## config.mk

```make
export PLATFORM = sky130hd
export DESIGN_NAME = cfg_avmm_arb
export DESIGN_NICKNAME = d
export VERILOG_FILES = /design/src/rtl/cfg_avmm_arb.sv
export SDC_FILE = /design/constraint.sdc
export NUM_CORES = 1
export LEC_CHECK = 0
export CAP_MARGIN = 30
export CORE_MARGIN = 2
export CORE_UTILIZATION = 44
export CTS_CLUSTER_DIAMETER = 60
export DETAILED_ROUTE_END_ITERATION = 6
export MAX_ROUTING_LAYER = met4
export PLACE_DENSITY = 0.87
export SETUP_SLACK_MARGIN = 0.5
export SLEW_MARGIN = 10
export SYNTH_ARGS = -nofsm -noshare
export SYNTH_HDL_FRONTEND = slang
export SYNTH_SLANG_ARGS = --single-unit
```

## constraint.sdc

```tcl
create_clock -name i_cfg_avmm_clk -period 3.65 [get_ports i_cfg_avmm_clk]
set_input_delay 0.73 -clock i_cfg_avmm_clk [delete_from_list [all_inputs] [get_ports i_cfg_avmm_clk]]
set_output_delay 0.73 -clock i_cfg_avmm_clk [all_outputs]
set_load 0.02 [all_outputs]
```

## src/rtl/cfg_avmm_arb.sv

```systemverilog
// Two-requester round-robin arbiter onto a single AVMM configuration port.
// One transaction in flight; each CMD/RDWAIT phase is bounded by a timeout abort.
module cfg_avmm_arb #(
    parameter int ADDR_W  = 17,
    parameter int DATA_W  = 32,
    parameter int TIMEOUT = 255
) (
    input  logic                  i_cfg_avmm_clk,
    input  logic                  i_cfg_avmm_rst,
    input  logic [1:0]            i_req_read,
    input  logic [1:0]            i_req_write,
    input  logic [2*ADDR_W-1:0]   i_req_addr,
    input  logic [7:0]            i_req_byte_en,
    input  logic [2*DATA_W-1:0]   i_req_wdata,
    output logic [1:0]            o_req_waitreq,
    output logic [1:0]            o_req_rdatavld,
    output logic [1:0]            o_req_err,
    output logic [DATA_W-1:0]     o_req_rdata,
    output logic                  o_cfg_avmm_read,
    output logic                  o_cfg_avmm_write,
    output logic [ADDR_W-1:0]     o_cfg_avmm_addr,
    output logic [3:0]            o_cfg_avmm_byte_en,
    output logic [DATA_W-1:0]     o_cfg_avmm_wdata,
    input  logic                  i_cfg_avmm_waitreq,
    input  logic                  i_cfg_avmm_rdatavld,
    input  logic [DATA_W-1:0]     i_cfg_avmm_rdata
);

    typedef enum logic [1:0] {
        ST_IDLE   = 2'd0,
        ST_CMD    = 2'd1,
        ST_RDWAIT = 2'd2,
        ST_DONE   = 2'd3
    } state_t;

    localparam logic [8:0] TMO_LIM = 9'(TIMEOUT);

    state_t              state_r;
    logic                last_gnt_r;
    logic                gnt_r;
    logic                wr_r;
    logic [7:0]          cnt_r;

    logic [1:0]          req_any_s;
    logic                gnt_s;
    logic                gnt_wr_s;
    logic [ADDR_W-1:0]   gnt_addr_s;
    logic [3:0]          gnt_be_s;
    logic [DATA_W-1:0]   gnt_wdata_s;
    logic [8:0]          cnt_inc_s;
    logic                tmo_s;
    logic [1:0]          gnt_oh_s;

    assign req_any_s = i_req_read | i_req_write;
    assign cnt_inc_s = {1'b0, cnt_r} + 9'd1;
    assign tmo_s     = (cnt_inc_s >= TMO_LIM);
    assign gnt_oh_s  = gnt_r ? 2'b10 : 2'b01;

    // Round-robin pick: a lone requester wins, a tie goes to the one not served last.
    always_comb begin
        gnt_s = 1'b0;
        if (req_any_s == 2'b11) begin
            gnt_s = ~last_gnt_r;
        end else if (req_any_s[1]) begin
            gnt_s = 1'b1;
        end else begin
            gnt_s = 1'b0;
        end
        gnt_wr_s    = gnt_s ? i_req_write[1] : i_req_write[0];
        gnt_addr_s  = gnt_s ? i_req_addr[ADDR_W +: ADDR_W] : i_req_addr[0 +: ADDR_W];
        gnt_be_s    = gnt_s ? i_req_byte_en[7:4] : i_req_byte_en[3:0];
        gnt_wdata_s = gnt_s ? i_req_wdata[DATA_W +: DATA_W] : i_req_wdata[0 +: DATA_W];
    end

    // Transaction FSM with all requester and adapter outputs registered.
    always_ff @(posedge i_cfg_avmm_clk) begin
        if (i_cfg_avmm_rst) begin
            state_r            <= ST_IDLE;
            last_gnt_r         <= 1'b1;
            gnt_r              <= 1'b0;
            wr_r               <= 1'b0;
            cnt_r              <= 8'd0;
            o_req_waitreq      <= 2'b11;
            o_req_rdatavld     <= 2'b00;
            o_req_err          <= 2'b00;
            o_req_rdata        <= '0;
            o_cfg_avmm_read    <= 1'b0;
            o_cfg_avmm_write   <= 1'b0;
            o_cfg_avmm_addr    <= '0;
            o_cfg_avmm_byte_en <= 4'd0;
            o_cfg_avmm_wdata   <= '0;
        end else begin
            case (state_r)
                ST_IDLE: begin
                    if (|req_any_s) begin
                        gnt_r              <= gnt_s;
                        last_gnt_r         <= gnt_s;
                        wr_r               <= gnt_wr_s;
                        cnt_r              <= 8'd0;
                        o_cfg_avmm_write   <= gnt_wr_s;
                        o_cfg_avmm_read    <= ~gnt_wr_s;
                        o_cfg_avmm_addr    <= gnt_addr_s;
                        o_cfg_avmm_byte_en <= gnt_be_s;
                        o_cfg_avmm_wdata   <= gnt_wdata_s;
                        state_r            <= ST_CMD;
                    end
                end
                ST_CMD: begin
                    if (!i_cfg_avmm_waitreq) begin
                        o_cfg_avmm_read  <= 1'b0;
                        o_cfg_avmm_write <= 1'b0;
                        cnt_r            <= cnt_inc_s[7:0];
                        if (wr_r) begin
                            o_req_waitreq <= ~gnt_oh_s;
                            state_r       <= ST_DONE;
                        end else begin
                            state_r       <= ST_RDWAIT;
                        end
                    end else if (tmo_s) begin
                        o_cfg_avmm_read  <= 1'b0;
                        o_cfg_avmm_write <= 1'b0;
                        o_req_waitreq    <= ~gnt_oh_s;
                        o_req_err        <= gnt_oh_s;
                        o_req_rdatavld   <= wr_r ? 2'b00 : gnt_oh_s;
                        o_req_rdata      <= '0;
                        state_r          <= ST_DONE;
                    end else begin
                        cnt_r <= cnt_inc_s[7:0];
                    end
                end
                ST_RDWAIT: begin
                    if (i_cfg_avmm_rdatavld) begin
                        o_req_rdata    <= i_cfg_avmm_rdata;
                        o_req_rdatavld <= gnt_oh_s;
                        o_req_waitreq  <= ~gnt_oh_s;
                        state_r        <= ST_DONE;
                    end else if (tmo_s) begin
                        o_req_waitreq  <= ~gnt_oh_s;
                        o_req_err      <= gnt_oh_s;
                        o_req_rdatavld <= gnt_oh_s;
                        o_req_rdata    <= '0;
                        state_r        <= ST_DONE;
                    end else begin
                        cnt_r <= cnt_inc_s[7:0];
                    end
                end
                ST_DONE: begin
                    o_req_waitreq  <= 2'b11;
                    o_req_rdatavld <= 2'b00;
                    o_req_err      <= 2'b00;
                    state_r        <= ST_IDLE;
                end
                default: begin
                    state_r <= ST_IDLE;
                end
            endcase
        end
    end

endmodule

```

# Word level (Yosys, flattened, before mapping)
# Cells that the tools add are included.
[op_classes]
n_addsub = 1
magnitude_cmp = 1
n_eq_ne = 11
muxes = 43
bitwise_logic = 4
n_reduce_logical = 13
[op_table]
columns = ["op", "count"]
rows = [
  ["32-bit two-way mux", 4],
  ["32-bit one-hot mux with 2 select lines", 1],
  ["2-bit two-way mux", 17],
  ["8-bit two-way mux", 4],
  ["8-bit one-hot mux with 3 select lines", 1],
  ["2-bit one-hot mux with 3 select lines", 3],
  ["17-bit two-way mux", 1],
  ["8-bit by 1-bit adder with 9-bit output, second input constant", 1],
  ["9-bit by 8-bit greater-or-equal comparator with 1-bit output, second input constant", 1],
  ["3-bit != test, second input constant", 3],
  ["3-bit AND reduction", 3],
  ["1-bit two-way mux", 8],
  ["2-bit != test, second input constant", 4],
  ["2-bit one-hot mux with 4 select lines", 1],
  ["2-bit == test, second input constant", 3],
  ["2-bit AND reduction", 3],
  ["3-bit nonzero test", 2],
  ["4-bit two-way mux", 1],
  ["1-bit one-hot mux with 2 select lines", 2],
  ["4-bit AND reduction", 1],
  ["2-bit nonzero test", 2],
  ["2-bit by 1-bit == test with 1-bit output, second input constant", 1],
  ["2-bit logical NOT", 1],
  ["1-bit NOT", 2],
  ["3 further kinds", 3],
]
[word_totals]
regBits = 106
inputBits = 146
output_inout_bits = 93
word_cells = 87

# Logic depth before layout (Yosys ltp)
# Gate-level depths: netlist of the first run.
[depth]
ltp_word = 7
ltp_mapped = 10
ltp_nobuf = 8

# Worst setup path before layout of the first run
# Ideal clock, no wire load.
[synth_path]
path_type = "reg-to-reg"
from = "reg cnt_r[0]"
to = "reg o_req_err[0]"
setup_ps = 74
t_arrival_ps = 2159
t_required_ps = 3576
slack_ps = 1417
stages_incl_launch_ff = 10
path_buffers = 1
synth_period_minus_slack_ps = 2233
cell_sequence = "dfxtp_1 > inv_1 > ha_1 > o21bai_1 > nand4_1 > a211oi_2 > o22ai_1 > buf_6 > or4_1 > a31oi_1"
[synth_via]
elab_chain_cells = 5
word_cells_on_any_way = 6
classes_between = "1 x add/sub; 1 x order compare; 4 x mux"
[synth_lines]
columns = ["item", "line", "source"]
rows = [
  ["start: declaration", "42", "logic [7:0] cnt_r;"],
  ["start signal: assignment", "112", "cnt_r <= cnt_inc_s[7:0];"],
  ["start signal: assignment", "128", "cnt_r <= cnt_inc_s[7:0];"],
  ["start signal: assignment", "144", "cnt_r <= cnt_inc_s[7:0];"],
  ["8-bit by 1-bit adder with 9-bit output (*)", "55", "assign cnt_inc_s = {1'b0, cnt_r} + 9'd1;"],
  ["9-bit by 8-bit greater-or-equal comparator with 1-bit output (*)", "56", "assign tmo_s = (cnt_inc_s >= TMO_LIM);"],
  ["2-bit two-way mux (*)", "-", ""],
  ["2-bit two-way mux (on tied branches)", "-", ""],
  ["2-bit one-hot mux with 3 select lines (*)", "-", ""],
  ["end signal: assignment", "123", "o_req_err <= gnt_oh_s;"],
  ["end signal: assignment", "139", "o_req_err <= gnt_oh_s;"],
  ["end: declaration", "17", "output logic [1:0] o_req_err,"],
]
# Mark *: on every way between the ends. The rest lies on a longest branch, timed or not. The select of a mux whose other input is x is not followed.
# A chain may end at the register's enable or synchronous reset.

# Final worst setup path of the first run
[layout_path]
from = "reg cnt_r[1]"
to = "reg o_req_err[0]"
# Same word-level chain as after synthesis.

==> results of run 1 <==
[Yosys cell counts (4+ instances only)]
cell,n
sky130_fd_sc_hd__a21oi_1,48
sky130_fd_sc_hd__a22oi_1,33
sky130_fd_sc_hd__a311oi_1,55
sky130_fd_sc_hd__a31oi_1,6
sky130_fd_sc_hd__clkbuf_1,46
sky130_fd_sc_hd__dfxtp_1,106
sky130_fd_sc_hd__ha_1,7
sky130_fd_sc_hd__inv_1,12
sky130_fd_sc_hd__nand2_1,118
sky130_fd_sc_hd__nand2b_1,7
sky130_fd_sc_hd__nand3_1,39
sky130_fd_sc_hd__nand4_1,5
sky130_fd_sc_hd__nor2_1,70
sky130_fd_sc_hd__nor2b_1,5
sky130_fd_sc_hd__o211ai_1,4
sky130_fd_sc_hd__o21ai_0,18
sky130_fd_sc_hd__o221ai_1,5
[power groups by stage]
stage,logic [uW],registers [uW],clock network (uW)
2_1_floorplan,612,1690,0
3_3_place_gp,1490,1480,0
3_5_place_dp,1520,1490,0
4_1_cts,1530,1470,1080
5_1_grt,1650,1490,1140
6_report,1530,1470,1070
[metrics by stage]
stage          hold WS [ns]  power (uW)  area (um2)
2_1_floorplan         0.463        2300        4990
3_3_place_gp          0.462        2970        7460
3_5_place_dp          0.474        3010        7460
4_1_cts               0.483        4080        7790
5_1_grt               0.497        4270        7790
6_report              0.482        4070        7790
[critical path, stage by stage, from the launching register on]
cell	delay [ns]
sky130_fd_sc_hd__dfxtp_1	0.49
sky130_fd_sc_hd__ha_1	0.39
sky130_fd_sc_hd__a21oi_1	0.14
sky130_fd_sc_hd__o21ai_0	0.19
sky130_fd_sc_hd__a21oi_1	0.14
sky130_fd_sc_hd__o22ai_4	0.56
sky130_fd_sc_hd__buf_4	0.39
sky130_fd_sc_hd__nand3b_1	0.12
sky130_fd_sc_hd__a31oi_1	0.18
[final cells by class]
cell class / count / area, um2 / area share
Timing Repair Buffer: 246 / 2450 / 0.315
Clock inverter: 6 / 88.8 / 0.0114
Inverter: 13 / 48.8 / 0.00627
Tap cell: 140 / 175 / 0.0225
Multi-Input combinational cell: 464 / 2660 / 0.342
Clock buffer: 10 / 239 / 0.0307
Sequential cell: 106 / 2120 / 0.272
[state kept, by name, summed over array words and instances, names as in the netlist]
register,count
cnt_r,8
gnt_r,1
last_gnt_r,1
o_cfg_avmm_addr,17
o_cfg_avmm_byte_en,4
o_cfg_avmm_read,1
o_cfg_avmm_wdata,32
o_cfg_avmm_write,1
o_req_err,2
o_req_rdata,32
o_req_rdatavld,2
o_req_waitreq,2
state_r,2
wr_r,1
[final timing paths]
check	startpoint	endpoint	slack (ns)	depth (start not counted)
max reg2reg	cnt_r[1]	o_req_err[0]	0.97	8
min	o_req_rdata[4]	o_req_rdata[4]	0.48	2
min reg2reg	o_req_rdata[4]	o_req_rdata[4]	0.48	2
max	cnt_r[1]	o_req_err[0]	0.97	8
[per-layer routing]
metal / wire length (um) / part of all wire
met5: 0 / 0
met4: 720 / 0.044
met3: 1310 / 0.079
met2: 8080 / 0.49
met1: 6420 / 0.39
[logic make-up (layout without fill, tap and decap cells)]
kind of cell	Yosys count	after routing	synth area share
AO/OA/AOI/OAI	190	190	0.270
XOR/XNOR	1	1	0.00176
adder cells (fa/ha/maj)	7	7	0.0175
buffers and inverters	65	275	0.0509
flip-flops	106	106	0.425
multiplexers	4	4	0.00827
AND/OR/NAND/NOR	262	262	0.226
==> results by group, run 1 <==
Run status
  – Status: finished clean

Floorplan
  – Die extent in x: between 100 and 150 um
  – Die height: ~110 um
  – Rows: 38
  – Initial core utilization: 0.456
  – Standard cell core area: about 11000 um2
  – Full die area: 12200 um2
  – I/O pins: 239

Layout
  – Antenna diode count: 0
  – Utilization of the core after routing: 0.712
  – Count of fill cells added during filler insertion: 835
  – Final cell count without fillers: about 990
  – Fraction of layout instances using a drive strength above 1: 0.0391
  – Most frequent standard cell in the layout excluding fill and tap cells: sky130_fd_sc_hd__clkdlybuf4s50_1
  – Most used cells in the layout excluding fill and tap cells: 237 x sky130_fd_sc_hd__clkdlybuf4s50_1, 118 x sky130_fd_sc_hd__nand2_1, 106 x sky130_fd_sc_hd__dfxtp_1
  – Area delta synth->final: 56.1%
  – Fin nets: roughly 990

Pwr
  – P per Cell Area: between 500 and 600 nW/um2
  – Peak supply drop: 0.284 mV
  – P_int: 2660 uW
  – Net switching power of the design: between 1000 and 1500 uW
  – Switching share of power: 0.346
  – Combinational cell fraction of total power: 0.377
  – Total leakage power: between 0.002 and 0.003 uW
  – Fraction of power consumed by sequential logic: 0.361
  – Relative contribution of the clock network to total power: 0.262

GRT
  – Overall track demand over capacity in global routing: 0.271
  – Antenna violations before repair: 0
  – Top Usage Layer GRT: met2
  – Met1 track utilization from global routing: 0.300
  – Met2 Use GR: 0.451
  – Largest net degree at the start of global routing: about 110
  – Number of global-route vias before repair: around 5.6k
  – Global route total overflow: 0
  – Wire length of the first global-routing pass: 26800 um
  – Global routing met3 resource utilization: 0.0703

Routing
  – Number of design rule violations left after detail routing: 0
  – Initial drt markers: ~580
  – DR WL/cell: between 15 and 20 um
  – DR pass1 iterations: 5
  – Remaining number of nets flagged by the antenna check after routing: 0
  – Post-detailed-route via-to-cell ratio: between 5 and 6
  – Vias post-DR: just under 6k
  – Total wire length: 16500 um

Yosys
  – Proportion of register bits with asynchronous set or reset after synthesis: 0
  – Mapped Nets: 788
  – Post-synthesis sequential area ratio: 0.425
  – Largest cells by area after synthesis: sky130_fd_sc_hd__dfxtp_1 43%, sky130_fd_sc_hd__a311oi_1 9.7%, sky130_fd_sc_hd__nand2_1 8.9%
  – Share of the synthesized area in the top cell type: 0.425
  – Number of warnings issued by yosys: 0
  – Cell accounting for the most synthesized area: sky130_fd_sc_hd__dfxtp_1
  – Number of storage elements in the synthesis netlist: ~110
  – Post-synthesis instance area: ~5000 um2
  – Mean cell area of the mapped netlist: ~8 um2
  – Mapped Cells: approximately 640
  – Netlist cell types: 50
  – Top FF cell, synth: sky130_fd_sc_hd__dfxtp_1
  – Post-synth EDFFs: 0

Clocking
  – Post-cts sizing count: 0
  – Clk slew on worst S/H paths: roughly 0.070 ns
  – Depth of the CTS H-tree: 3
  – CTS Buf Count: 9
  – Number of buffers between clock root and the deepest sink: 2
  – Total of hold buffers inserted after clock tree synthesis: 0
  – Clock latency on the worst-skew pair: approximately 0.35 ns
  – TritonCTS clock tree: yes
  – Sinks on the clock net: roughly 110
  – Cell at the root of the clock tree: sky130_fd_sc_hd__clkbuf_16
  – Post-CTS setup-driven buffer insertion count: 0

STA
  – Worst clock skew: between 0.007 and 0.008 ns
  – Final max-slew violation count: 0
  – RSZ-0062 raised after global routing: no
  – Total of endpoints with negative setup slack in the final report: 0
  – Worst-Margin Slew: between 0.9 and 1 ns
  – Final Critical Period: 2.68 ns
  – Number of hold violations in the final report: 0
  – Max Freq: between 0.3 and 0.4 GHz
  – Final setup TNS: 0 ns
  – Post-route clock period utilization: 0.735
  – Normalized max-slew margin: 0.392
  – Final setup slack of the worst path: 0.967 ns

Place
  – Buffers on Ports: around 240
  – Cell count after placement: 969
  – HPWL Detailed: approximately 12000 um
  – Placer's final routability congestion estimate: between 0.8 and 0.9
  – Placement-stage worst setup slack: between 0.7 and 0.8 ns

Job
  – Max cap viols: 0

Setup path
  – WP data arrival: 2.95 ns
  – Type of the setup path with the least slack: reg2reg
  – Required time reported for the critical path endpoint: just under 4 ns
  – Critical path peak fanout: 26
  – CP Capture Type: flop
  – Type of element launching the critical path: flop

Min path
  – Worst min-delay path class: reg2reg
No activity file was read; power rests on OpenSTA's default activity.
==> inputs of run 2 (changes only) <==
Settings changed: CORE_UTILIZATION 44 to 37, PLACE_DENSITY 0.87 to 0.78.
Clock period 3.65 ns to 2.23 ns, I/O delays scaled along.
==> results by group, run 2 (synthesis gave the netlist of run 1 again) <==
Run status
  – Status: finished clean (unchanged)

Floorplan
  – Initial core utilization: 0.378 (was 0.456)
  – Die extent in x: 120 um (was 111 um)
  – I/O pins: 239 (unchanged)
  – Full die area: 14400 um2 (was 12200 um2)
  – Rows: 42 (was 38)
  – Die height: 120 um (was 111 um)
  – Standard cell core area: 13200 um2 (was 10900 um2)

Pwr
  – Peak supply drop: 0.537 mV (was 0.284 mV)
  – Total leakage power: 0.00346 uW (was 0.00282 uW)
  – P per Cell Area: 808 nW/um2 (was 522 nW/um2)

Clocking
  – Clock latency on the worst-skew pair: 0.36 ns (was 0.35 ns)
  – Clk slew on worst S/H paths: 0.08 ns (was 0.07 ns)
  – Number of buffers between clock root and the deepest sink: 2 (unchanged)
  – Depth of the CTS H-tree: 3 (unchanged)
  – Cell at the root of the clock tree: sky130_fd_sc_hd__clkbuf_16 (unchanged)
  – CTS Buf Count: 9 (unchanged)
  – TritonCTS clock tree: yes (unchanged)
  – Sinks on the clock net: 106 (unchanged)

Layout
  – Count of fill cells added during filler insertion: 1192 (was 835)
  – Register cell area after layout: 2130 um2 (was 2120 um2)
  – Fin nets: 1035 (was 993)
  – Most used cells in the layout excluding fill and tap cells: 140 x sky130_fd_sc_hd__clkdlybuf4s50_1, 117 x sky130_fd_sc_hd__nand2_1, 101 x sky130_fd_sc_hd__dfxtp_1 (was 237 x sky130_fd_sc_hd__clkdlybuf4s50_1, 118 x sky130_fd_sc_hd__nand2_1, 106 x sky130_fd_sc_hd__dfxtp_1)
  – Fraction of layout instances using a drive strength above 1: 0.112 (was 0.0391)
  – Antenna diode count: 0 (unchanged)
  – Most frequent standard cell in the layout excluding fill and tap cells: sky130_fd_sc_hd__clkdlybuf4s50_1 (unchanged)
  – Registers with the highest flip-flop counts: o_cfg_avmm_wdata: 32 flops, o_req_rdata: 32 flops, o_cfg_avmm_addr: 17 flops (unchanged)
  – Area delta synth->final: 65.7% (was 56.1%)
  – Area of the multi-input gates: 2760 um2 (was 2660 um2)
  – Utilization of the core after routing: 0.627 (was 0.712)

Routing
  – Post-detailed-route via-to-cell ratio: 5.33 (was 5.89)
  – Remaining number of nets flagged by the antenna check after routing: 0 (unchanged)
  – DR pass1 iterations: 4 (was 5)
  – Vias post-DR: 5661 (was 5800)
  – Total wire length: 17200 um (was 16500 um)
  – Initial drt markers: 436 (was 578)
  – DR WL/cell: 16.1 um (was 16.8 um)
  – Number of design rule violations left after detail routing: 0 (unchanged)

Setup path
  – CP Capture Type: flop (unchanged)
  – Critical path peak fanout: 9 (was 26)
  – Type of element launching the critical path: flop (unchanged)
  – Type of the setup path with the least slack: reg2reg (unchanged)
  – Required time reported for the critical path endpoint: 2.47 ns (was 3.92 ns)
  – WP data arrival: 2.25 ns (was 2.95 ns)

STA
  – Worst clock skew: 0.00802 ns (was 0.00725 ns)
  – Normalized max-slew margin: 0.635 (was 0.392)
  – Final max-slew violation count: 0 (unchanged)
  – Number of hold violations in the final report: 0 (unchanged)
  – Final Critical Period: 2.01 ns (was 2.68 ns)
  – Max Freq: 0.499 GHz (was 0.373 GHz)
  – RSZ-0062 raised after global routing: yes (was no)
  – Post-route clock period utilization: 0.900 (was 0.735)
  – Final Hold Slack: 0.476 ns (was 0.482 ns)
  – Total of endpoints with negative setup slack in the final report: 0 (unchanged)
  – Worst-Margin Slew: 0.546 ns (was 0.911 ns)
  – Final setup slack of the worst path: 0.224 ns (was 0.967 ns)

GRT
  – Wire length of the first global-routing pass: 26800 um (about the same)
  – Number of global-route vias before repair: 5299 (was 5604)
  – Antenna violations before repair: 0 (unchanged)
  – Overall track demand over capacity in global routing: 0.238 (was 0.271)
  – Global route total overflow: 0 (unchanged)
  – Largest net degree at the start of global routing: 37 (was 107)

Place
  – Placer's final routability congestion estimate: 0.903 (was 0.862)
  – Placement-stage worst setup slack: -0.0574 ns (was 0.786 ns)
  – Buffers on Ports: 238 (unchanged)
  – HPWL Detailed: 12000 um (was 11900 um)

Min path
  – Worst min-delay path class: reg2reg (unchanged)

Job
  – Max cap viols: 0 (unchanged)
-- run 2: final timing paths --
kind                   startpoint                end  slack (ns)  cells past startpoint
setup reg to reg         cnt_r[0]  o_req_rdatavld[0]        0.22                      8
hold reg to reg   o_req_rdata[10]    o_req_rdata[10]        0.48                      2
hold / removal    o_req_rdata[10]    o_req_rdata[10]        0.48                      2
setup / recovery         cnt_r[0]  o_req_rdatavld[0]        0.22                      8
-- run 2: area by class of cell --
cell class | count | share of cell area
clock inverters | 6 | 0.00590
flip-flops and latches | 106 | 0.258
repair buffers | 288 | 0.342
multi-input cells | 464 | 0.334
clock buffers | 10 | 0.0277
well taps | 176 | 0.0266
inverters | 13 | 0.00620
-- run 2: per-stage QoR --
step           cells  total power (uW)  area [um2]  TNS, ns
3_3_place_gp    1031              5080        7830        0
3_5_place_dp    1031              5110        7830  -0.0751
2_1_floorplan    635              3800        5090        0
6_report        1063              6680        8270        0
4_1_cts         1059              6670        8190        0
5_1_grt         1063              7020        8270        0
-- run 2: power by group --
group | internal, uW | switching (uW) | leakage, uW
Clock | 774 | 770 | 0.000133
Sequential | 2210 | 182 | 0.000873
Combinational | 1280 | 1470 | 0.00245
-- run 2: metal layers --
metal,wire length [um],vias up,track usage
met3,1220,21,0.0556
met4,339,0,0.0794
met1,7180,2622,0.288
met5,0,-,-
met2,8420,214,0.392
li1,-,2804,-
-- run 2: repair_timing --
item,4_1_cts,5_1_grt
hold buffers,0,0
gates resized for setup,104,17
pin swaps,6,5
buffers inserted,9,3
gates cloned,3,1
endpoints found under the hold margin,0,0
endpoints found under the setup margin,195,100
-- run 2: worst max-delay path: stages, from the launching register on --
cell,delay (ns)
sky130_fd_sc_hd__dfxtp_4,0.40
sky130_fd_sc_hd__inv_4,0.04
sky130_fd_sc_hd__ha_4,0.21
sky130_fd_sc_hd__o21bai_2,0.13
sky130_fd_sc_hd__nand4_1,0.11
sky130_fd_sc_hd__a211oi_2,0.27
sky130_fd_sc_hd__o22ai_4,0.16
sky130_fd_sc_hd__a211o_1,0.30
sky130_fd_sc_hd__mux2_2,0.27
==> inputs of run 3 (changes only) <==
Settings changed: CORE_ASPECT_RATIO set to 2, PLACE_DENSITY 0.78 to not set, PLACE_DENSITY_LB_ADDON set to 0.12.
==> results by group, run 3 (synthesis gave the netlist of run 1 again) <==
Routing
  – DR WL/cell: 17.0 um (was 16.1 um)
  – Number of design rule violations left after detail routing: 0 (unchanged)
  – Vias post-DR: 5880 (was 5661)
  – Remaining number of nets flagged by the antenna check after routing: 0 (unchanged)
  – DR pass1 iterations: 4 (unchanged)
  – Post-detailed-route via-to-cell ratio: 5.55 (was 5.33)
  – Total wire length: 18000 um (was 17200 um)
  – Initial drt markers: 250 (was 436)

GRT
  – Number of global-route vias before repair: 5418 (was 5299)
  – Wire length of the first global-routing pass: 27900 um (was 26800 um)
  – Antenna violations before repair: 0 (unchanged)
  – Overall track demand over capacity in global routing: 0.242 (was 0.238)
  – Largest net degree at the start of global routing: 104 (was 37)
  – Global route total overflow: 0 (unchanged)

Clocking
  – Total of hold buffers inserted after clock tree synthesis: 0 (unchanged)
  – Sinks on the clock net: 106 (unchanged)
  – Clk slew on worst S/H paths: 0.08 ns (about the same)
  – Clock latency on the worst-skew pair: 0.35 ns (was 0.36 ns)
  – TritonCTS clock tree: yes (unchanged)
  – CTS Buf Count: 9 (unchanged)
  – Number of buffers between clock root and the deepest sink: 2 (unchanged)
  – Depth of the CTS H-tree: 3 (unchanged)
  – Cell at the root of the clock tree: sky130_fd_sc_hd__clkbuf_16 (unchanged)

Layout
  – Fin area: 8770 um2 (was 8270 um2)
  – Most used cells in the layout excluding fill and tap cells: 140 x sky130_fd_sc_hd__clkdlybuf4s50_1, 115 x sky130_fd_sc_hd__nand2_1, 99 x sky130_fd_sc_hd__dfxtp_1 (was 140 x sky130_fd_sc_hd__clkdlybuf4s50_1, 117 x sky130_fd_sc_hd__nand2_1, 101 x sky130_fd_sc_hd__dfxtp_1)
  – Most frequent standard cell in the layout excluding fill and tap cells: sky130_fd_sc_hd__clkdlybuf4s50_1 (unchanged)
  – Fraction of layout instances using a drive strength above 1: 0.185 (was 0.112)
  – Utilization of the core after routing: 0.660 (was 0.627)
  – Registers with the highest flip-flop counts: o_cfg_avmm_wdata: 32 flops, o_req_rdata: 32 flops, o_cfg_avmm_addr: 17 flops (unchanged)
  – Final cell count without fillers: 1060 (was 1063)
  – Area delta synth->final: 75.6% (was 65.7%)
  – Fin nets: 1053 (was 1035)
  – Antenna diode count: 0 (unchanged)

Setup path
  – WP data arrival: 2.41 ns (was 2.25 ns)
  – Critical path peak fanout: 6 (was 9)
  – Cells along the critical path: inv_4 -> ha_4 -> o21bai_4 -> nand4_1 -> a211oi_4 -> buf_6 -> o22ai_4 -> a211o_1 -> a221o_1 (was inv_4 -> ha_4 -> o21bai_2 -> nand4_1 -> a211oi_2 -> o22ai_4 -> a211o_1 -> mux2_2)
  – Type of element launching the critical path: flop (unchanged)
  – Type of the setup path with the least slack: reg2reg (unchanged)
  – Required time reported for the critical path endpoint: 2.47 ns (about the same)
  – R2R setup slack: 0.06 ns (was 0.22 ns)
  – Longest individual stage delay on the worst path: 0.41 ns (was 0.40 ns)
  – CP Capture Type: flop (unchanged)
  – Worst-path cell with the longest stage delay: sky130_fd_sc_hd__dfxtp_4 (unchanged)

Run status
  – Status: finished clean (unchanged)

Place
  – Cell count after placement: 1009 (was 1031)
  – Buffers on Ports: 238 (unchanged)
  – Area of placed instances: 7770 um2 (was 7830 um2)
  – Placer's final routability congestion estimate: 0.896 (was 0.903)
  – HPWL Detailed: 11200 um (was 12000 um)

Job
  – Max cap viols: 0 (unchanged)

STA
  – Worst-Margin Slew: 0.530 ns (was 0.546 ns)
  – Normalized max-slew margin: 0.647 (was 0.635)
  – Final Critical Period: 2.17 ns (was 2.01 ns)
  – Total of endpoints with negative setup slack in the final report: 0 (unchanged)
  – Final Hold Slack: 0.476 ns (about the same)
  – Final max-slew violation count: 0 (unchanged)
  – Worst clock skew: 0.00876 ns (was 0.00802 ns)
  – Number of hold violations in the final report: 0 (unchanged)
  – RSZ-0062 raised after global routing: yes (unchanged)
  – Max Freq: 0.461 GHz (was 0.499 GHz)
  – Post-route clock period utilization: 0.972 (was 0.900)

Floorplan
  – Die extent in x: 86.1 um (was 120 um)
  – Rows: 60 (was 42)
  – Die height: 168 um (was 120 um)
  – Full die area: 14500 um2 (was 14400 um2)
  – Standard cell core area: 13300 um2 (was 13200 um2)
  – I/O pins: 239 (unchanged)
  – Initial core utilization: 0.376 (was 0.378)

Pwr
  – Peak supply drop: 0.421 mV (was 0.537 mV)
  – P per Cell Area: 777 nW/um2 (was 808 nW/um2)
  – Total leakage power: 0.00361 uW (was 0.00346 uW)

Min path
  – Worst min-delay path class: reg2reg (unchanged)
==> run 3: cell types whose count changed in the layout (fill, tap and decap cells not counted), sizes merged <==
cell           before  now
inv                16   17
bufinv              0    1
clkdlybuf4s15       1    0
clkbuf             13   10
o22ai               2    3
dlygate4sd2        94   97
bufbuf              3    1
buf                47   66
clkinvlp            2    0
clkinv              1    2
==> run 3: worst max-delay path, delay by kind of cell, from the launching register on <==
kind	cells	cell delay [ns]
AOI/OAI and AO/OA	5	1.10
buffers and inverters	2	0.21
DFF	1	0.41
and+or+nand+nor	1	0.13
adders and majority gates	1	0.22
==> run 3: worst paths after layout <==
kind / start / end / depth (start not counted)
worst min-delay path: o_req_rdata[19] / o_req_rdata[19] / 2
worst min register to register: o_req_rdata[19] / o_req_rdata[19] / 2
worst max register to register: cnt_r[0] / o_req_waitreq[0] / 9
worst max-delay path: cnt_r[0] / o_req_waitreq[0] / 9
==> run 3: cell type report <==
class	count	area, um2
Clock buffer	9	225
Clock inverter	7	95.1
Fill cell	1145	4520
Inverter	13	51.3
Multi-Input combinational cell	465	3050
Sequential cell	106	2140
Tap cell	155	194
Timing Repair Buffer	305	3020
==> run 3: what timing repair did <==
item	in CTS	in global routing
setup buffers	18	11
pin swaps	21	23
endpoints found under the hold margin	0	0
gates cloned	5	1
gates resized for setup	138	55
setup endpoints to repair	195	86
==> run 3: routing by layer <==
| metal | GRT usage | wire length [um] |
|---|---|---|
| met1 | 0.320 | 7640 |
| met2 | 0.374 | 8750 |
| met3 | 0.0475 | 1270 |
| met4 | 0.0711 | 354 |
| met5 | - | 0 |
==> run 3: power breakdown <==
part | internal, uW | switching [uW] | leakage [uW] | total (uW)
combinational | 1240 | 1480 | 0.00257 | 2720
sequential | 2210 | 185 | 0.000874 | 2390
clock | 908 | 799 | 0.000157 | 1710
==> run 3: stage by stage <==
stage / setup slack [ns] / setup TNS (ns) / total power (uW)
6_report: 0.0619 / 0 / 6810
5_1_grt: -0.0406 / -0.107 / 7180
4_1_cts: 0.0726 / 0 / 6760
3_5_place_dp: -0.0342 / -0.173 / 5030
3_3_place_gp: 0.00217 / 0 / 5000
2_1_floorplan: 0.259 / 0 / 3800
